## config.mk

```make
export PLATFORM = sky130hd
export DESIGN_NAME = alu_result_buffer
export DESIGN_NICKNAME = d
export VERILOG_FILES = /design/src/rtl/alu_result_buffer.sv
export SDC_FILE = /design/constraint.sdc
export NUM_CORES = 1
export LEC_CHECK = 0
export CORE_UTILIZATION = 44
export CTS_CLUSTER_SIZE = 24
export DETAILED_ROUTE_END_ITERATION = 8
export HOLD_SLACK_MARGIN = 0.05
export PLACE_DENSITY_LB_ADDON = 0.3
export SYNTH_ARGS = -nofsm -noshare
export SYNTH_HDL_FRONTEND = slang
export SYNTH_SLANG_ARGS = --single-unit
```

## constraint.sdc

```tcl
create_clock -name clk -period 2.3 [get_ports clk]
set_input_delay 0.69 -clock clk [delete_from_list [all_inputs] [get_ports clk]]
set_output_delay 0.69 -clock clk [all_outputs]
set_load 0.005 [all_outputs]
```

## src/rtl/alu_result_buffer.sv

```systemverilog
// Two-entry in-order result buffer; every output is driven from a flop.
// Optional feature macro ALU_RESULT_FLAGS_EN stores zero/negative flags alongside each entry.
module alu_result_buffer #(
  parameter int size = 4
) (
  input  logic            clk,
  input  logic            reset,
  input  logic            flush,
  input  logic [size-1:0] result,
  input  logic            in_valid,
  output logic            in_ready,
  output logic [size-1:0] out_data,
  output logic            out_valid,
  input  logic            out_ready,
  output logic            out_zero,
  output logic            out_neg,
  output logic [1:0]      count
);

  logic [size-1:0] head_q, head_d;
  logic [size-1:0] tail_q, tail_d;
  logic [1:0]      count_q, count_d;
  logic            valid_q, valid_d;
  logic            ready_q, ready_d;
  logic            push_s;
  logic            pop_s;
  logic            load_head_s;
  logic            load_tail_s;
  logic            shift_s;

  assign push_s = in_valid & ready_q;
  assign pop_s  = valid_q & out_ready;

  // Next-state for count and the two data slots; head_q is the visible head
  always_comb begin
    count_d     = count_q;
    head_d      = head_q;
    tail_d      = tail_q;
    load_head_s = 1'b0;
    load_tail_s = 1'b0;
    shift_s     = 1'b0;
    if (flush) begin
      count_d = 2'd0;
    end else begin
      case ({push_s, pop_s})
        2'b10: begin
          count_d = count_q + 2'd1;
          if (count_q == 2'd0) begin
            load_head_s = 1'b1;
          end else begin
            load_tail_s = 1'b1;
          end
        end
        2'b01: begin
          count_d = count_q - 2'd1;
          // Popping the last entry leaves the head register holding its value
          if (count_q == 2'd2) begin
            shift_s = 1'b1;
          end else begin
            shift_s = 1'b0;
          end
        end
        2'b11: begin
          // Only reachable at count 1: the new result replaces the departing head
          count_d     = count_q;
          load_head_s = 1'b1;
        end
        default: begin
          count_d = count_q;
        end
      endcase
    end
    if (load_head_s) begin
      head_d = result;
    end else if (shift_s) begin
      head_d = tail_q;
    end else begin
      head_d = head_q;
    end
    if (load_tail_s) begin
      tail_d = result;
    end else begin
      tail_d = tail_q;
    end
    valid_d = (count_d != 2'd0);
    ready_d = (count_d != 2'd2);
  end

  // State registers with synchronous reset
  always_ff @(posedge clk) begin
    if (reset) begin
      head_q  <= {size{1'b0}};
      tail_q  <= {size{1'b0}};
      count_q <= 2'd0;
      valid_q <= 1'b0;
      ready_q <= 1'b1;
    end else begin
      head_q  <= head_d;
      tail_q  <= tail_d;
      count_q <= count_d;
      valid_q <= valid_d;
      ready_q <= ready_d;
    end
  end

  assign in_ready  = ready_q;
  assign out_data  = head_q;
  assign out_valid = valid_q;
  assign count     = count_q;

`ifdef ALU_RESULT_FLAGS_EN
  function automatic logic zero_of(input logic [size-1:0] val);
    return (val == {size{1'b0}});
  endfunction

  function automatic logic neg_of(input logic [size-1:0] val);
    return val[size-1];
  endfunction

  logic head_zero_q, head_zero_d;
  logic head_neg_q,  head_neg_d;
  logic tail_zero_q, tail_zero_d;
  logic tail_neg_q,  tail_neg_d;

  // Flags follow their data entry through the same load/shift decisions
  always_comb begin
    head_zero_d = head_zero_q;
    head_neg_d  = head_neg_q;
    tail_zero_d = tail_zero_q;
    tail_neg_d  = tail_neg_q;
    if (load_head_s) begin
      head_zero_d = zero_of(result);
      head_neg_d  = neg_of(result);
    end else if (shift_s) begin
      head_zero_d = tail_zero_q;
      head_neg_d  = tail_neg_q;
    end else begin
      head_zero_d = head_zero_q;
      head_neg_d  = head_neg_q;
    end
    if (load_tail_s) begin
      tail_zero_d = zero_of(result);
      tail_neg_d  = neg_of(result);
    end else begin
      tail_zero_d = tail_zero_q;
      tail_neg_d  = tail_neg_q;
    end
  end

  // Flag registers with synchronous reset
  always_ff @(posedge clk) begin
    if (reset) begin
      head_zero_q <= 1'b0;
      head_neg_q  <= 1'b0;
      tail_zero_q <= 1'b0;
      tail_neg_q  <= 1'b0;
    end else begin
      head_zero_q <= head_zero_d;
      head_neg_q  <= head_neg_d;
      tail_zero_q <= tail_zero_d;
      tail_neg_q  <= tail_neg_d;
    end
  end

  assign out_zero = head_zero_q;
  assign out_neg  = head_neg_q;
`else
  assign out_zero = 1'b0;
  assign out_neg  = 1'b0;
`endif

endmodule

```

==> results of run 1 <==
-- final cells by class --
type / count / area share
Multi-Input combinational cell: 51 / 0.432
Clock buffer: 4 / 0.0384
Tap cell: 15 / 0.0199
Timing Repair Buffer: 25 / 0.244
Sequential cell: 12 / 0.254
Inverter: 3 / 0.0119
-- flip-flops by register name (all words and copies together), names as in the netlist --
name       flops
count          2
out_valid      1
out_data       4
tail_q         4
in_ready       1
-- metrics by stage --
| step | setup slack (ps) | utilization | instance area (sq um) | hold WS (ps) | power [W] |
|---|---|---|---|---|---|
| 2_1_floorplan | 173 | - | 643 | 454 | 0.000276 |
| 3_3_place_gp | -225 | 0.628 | 837 | 478 | 0.000316 |
| 3_5_place_dp | -276 | 0.628 | 837 | 496 | 0.000320 |
| 4_1_cts | 12.6 | 0.655 | 873 | 511 | 0.000487 |
| 5_1_grt | -8.86 | 0.708 | 945 | 518 | 0.000522 |
| 6_report | 50.5 | 0.708 | 945 | 512 | 0.000498 |
-- placed cells by master, fill, tap and decap left out, types with 2 or more instances in the layout --
| master | instances |
|---|---|
| a21oi_1 | 5 |
| a221oi_2 | 4 |
| buf_4 | 9 |
| clkbuf_4 | 3 |
| clkdlybuf4s50_1 | 15 |
| conb_1 | 2 |
| dfxtp_1 | 12 |
| ha_1 | 2 |
| inv_1 | 2 |
| mux2i_1 | 4 |
| nand2_2 | 2 |
| nand2b_1 | 2 |
| nand3_1 | 4 |
| nor3_1 | 4 |
| o21ai_0 | 5 |
| xnor2_1 | 2 |
-- timing repair --
| item | in CTS | in global routing |
|---|---|---|
| endpoints found under the setup margin | 0 | 4 |
| gates resized for setup | 0 | 12 |
| setup buffers | 0 | 2 |
-- per-layer routing --
layer | share of wire | track usage
met1 | 0.41 | 0.195
met2 | 0.55 | 0.452
met3 | 0.036 | 0.0333
met4 | 0.0056 | 0.129
met5 | 0 | 0
-- worst max path at each step --
| stage | start | endpoint | slack, ps | cells after the start |
|---|---|---|---|---|
| global placement | in_valid | out_data[3] | -230 | 7 |
| floorplan | in_valid | in_ready | 170 | 5 |
| global route | out_ready | in_ready | -9 | 7 |
| finish | out_ready | in_ready | 50 | 7 |
| CTS | in_valid | out_data[3] | 10 | 7 |
| detailed placement | in_valid | out_data[3] | -280 | 7 |
-- tightest hold or removal path, delay by kind of cell, from the launching register on --
family             cells  cell delay, ps
AOI/OAI and AO/OA      2             150
DFF                    1             320
-- report_power, final --
part | total (W) | internal [W] | leakage (nW) | switching (W)
logic | 0.000109 | 0.0000603 | 0.230 | 0.0000492
registers | 0.000225 | 0.000216 | 0.0976 | 0.00000844
clock network | 0.000163 | 0.0000961 | 0.0210 | 0.0000674
-- cell families (layout without fill, tap and decap cells) --
| logic type | count (synthesis) | in the layout | share of synthesized area |
|---|---|---|---|
| buffers and inverters | 9 | 32 | 0.0763 |
| XOR/XNOR | 2 | 2 | 0.0274 |
| AO/OA/AOI/OAI | 17 | 17 | 0.176 |
| AND/OR/NAND/NOR | 23 | 23 | 0.217 |
| flip-flops | 12 | 12 | 0.376 |
| adder cells (fa/ha/maj) | 3 | 3 | 0.0587 |
| multiplexers | 4 | 4 | 0.0626 |
| other | 1 | 2 | 0.00587 |
==> results.tsv, run 1 <==
stage	metric	value	unit
logic_synthesis	synth top area cells	dfxtp_1 (38%), mux2i_1 (6.3%), ha_1 (5.9%)	
sta	final setup vio count	0	
logic_synthesis	Post-Synthesis Cells	71	
power	Worst VDD drop	314	uV
floorplanning	Die Height	40.1	microns
clocking	clock tree buffer depth	2	
setup_path	worst path required time	2450	ps
worst_hold_path	HP Start	tail_q[3]	
sta	Slew headroom	0.640	
setup_path	R2R Path Start	in_ready	
logic_synthesis	Post-synth EDFFs	0	
logic_synthesis	Avg Cell Area, Syn	9.01	sq um
placement	Port-buffer cells	16	
setup_path	cells along the critical path	clkdlybuf4s50_1, nand2_2, inv_1, ha_1, xnor2_1, or3_1, a2111o_1	
floorplanning	die span in x	40.1	microns
floorplanning	# rows	13	
clocking	H-tree depth	1	
routing	Vias	648	
setup_path	R2R cell count	6	
routing	Antenna Nets Post-Route	0	
logic_synthesis	YS warnings	0	
sta	Fin. Hold Viols	0	
placement	placed cells	104	
sta	Final Max Tran Viols	0	
sta	clk_skew	1.46	ps
finish	area taken by multi-input logic gates	408	sq um
finish	# nets final	108	
routing	DRT iter0 DRCs	7	
sta	TNS Setup	0	ps
logic_synthesis	sequential fraction of the synthesis area	0.376	
global_routing	Remaining Overflow, GRT	0	
logic_synthesis	Synth area leader	dfxtp_1	
floorplanning	io pins	19	
logic_synthesis	share of Yosys cell area claimed by the top area cell type	0.376	
logic_synthesis	most common cell in the synthesized netlist	dfxtp_1	
run	Max Cap Viol	0	
floorplanning	Die Footprint	1610	sq um
worst_hold_path	HP Class	reg -> reg	
finish	layout cells sized above 1	0.263	
setup_path	CP Capture Type	flop	
finish	area grow syn2layout	47.7	%
clocking	Num Clock Sinks	12	
logic_synthesis	Synth Register Bits	12	
setup_path	nature of the critical path startpoint	primary input	
clocking	Reg clk slew, reported paths	70	ps
global_routing	Total Routing Usage GR	0.221	
setup_path	slowest cell on the critical path	clkdlybuf4s50_1	
clocking	Num CTS Buffers	3	
clocking	cts hold-fix bufs	0	
floorplanning	core area	1330	sq um
setup_path	r2r endpoint	out_data[1]	
setup_path	slowest stage delay, CP	420	ps
status	status	completed	
routing	Routed Wire Length	1790	microns
power	Static Leak	0.349	nW
finish	FILL cells	118	
sta	Slew @ Worst Pin	539	ps
placement	Final GP Congestion	0.695	
logic_synthesis	post-synth cell types	29	
setup_path	delay-heaviest family, CP	buffers and inverters	
setup_path	Reg2Reg Setup Slack	510	ps
setup_path	WP data arrival	2400	ps
sta	Final period util	0.978	
finish	ant diodes	0	
sta	minimum clock period	2250	ps
setup_path	WP buf/inv	2	
setup_path	CP Class	in -> reg	
global_routing	initial antenna violation count	0	
logic_synthesis	ys async rst share	0	
routing	Routed wire per std cell	16.3	microns
placement	post-DP HPWL	1190	microns
worst_hold_path	Hold Crit Depth	2	
finish	Layout Cells excl Fill	110	
logic_synthesis	Main synth FF type	dfxtp_1	
clocking	CTS tree	done	
worst_hold_path	Hold EP	tail_q[3]	
floorplanning	Initial Utilization	0.479	
clocking	CTS root buf	clkbuf_4	
routing	# DRC	0	
logic_synthesis	commonest cells in the netlist	dfxtp_1 (12), a21oi_1 (5), o21ai_0 (5)	
logic_synthesis	Cell Area, Synth	639	sq um
global_routing	vias in the first global route	581	
clocking	Worst-Skew Late Latency	270	ps
setup_path	critical-path maximum fanout	3	
routing	TritonRoute pass-1 iters	4	
power	pwr/cell area	527	nW/um^2
finish	Sequential cell area	240	sq um
global_routing	largest net degree at the start of global routing	13	
routing	via density per instance	5.89	
global_routing	global-route wire length before repair	2240	microns
sta	fmax	0.445	GHz
Note: power is estimated with default switching activity, not from simulation.
==> run 2: changes to the inputs <==
--- a/config.mk
+++ b/config.mk
@@ -10,6 +10,7 @@
 export DETAILED_ROUTE_END_ITERATION = 8
 export HOLD_SLACK_MARGIN = 0.05
 export PLACE_DENSITY_LB_ADDON = 0.3
+export SKIP_LAST_GASP = 1
 export SYNTH_ARGS = -nofsm -noshare
 export SYNTH_HDL_FRONTEND = slang
 export SYNTH_SLANG_ARGS = --single-unit
==> results of run 2 <==
No change in the layout: final DEF, timing and power equal those of run 1.
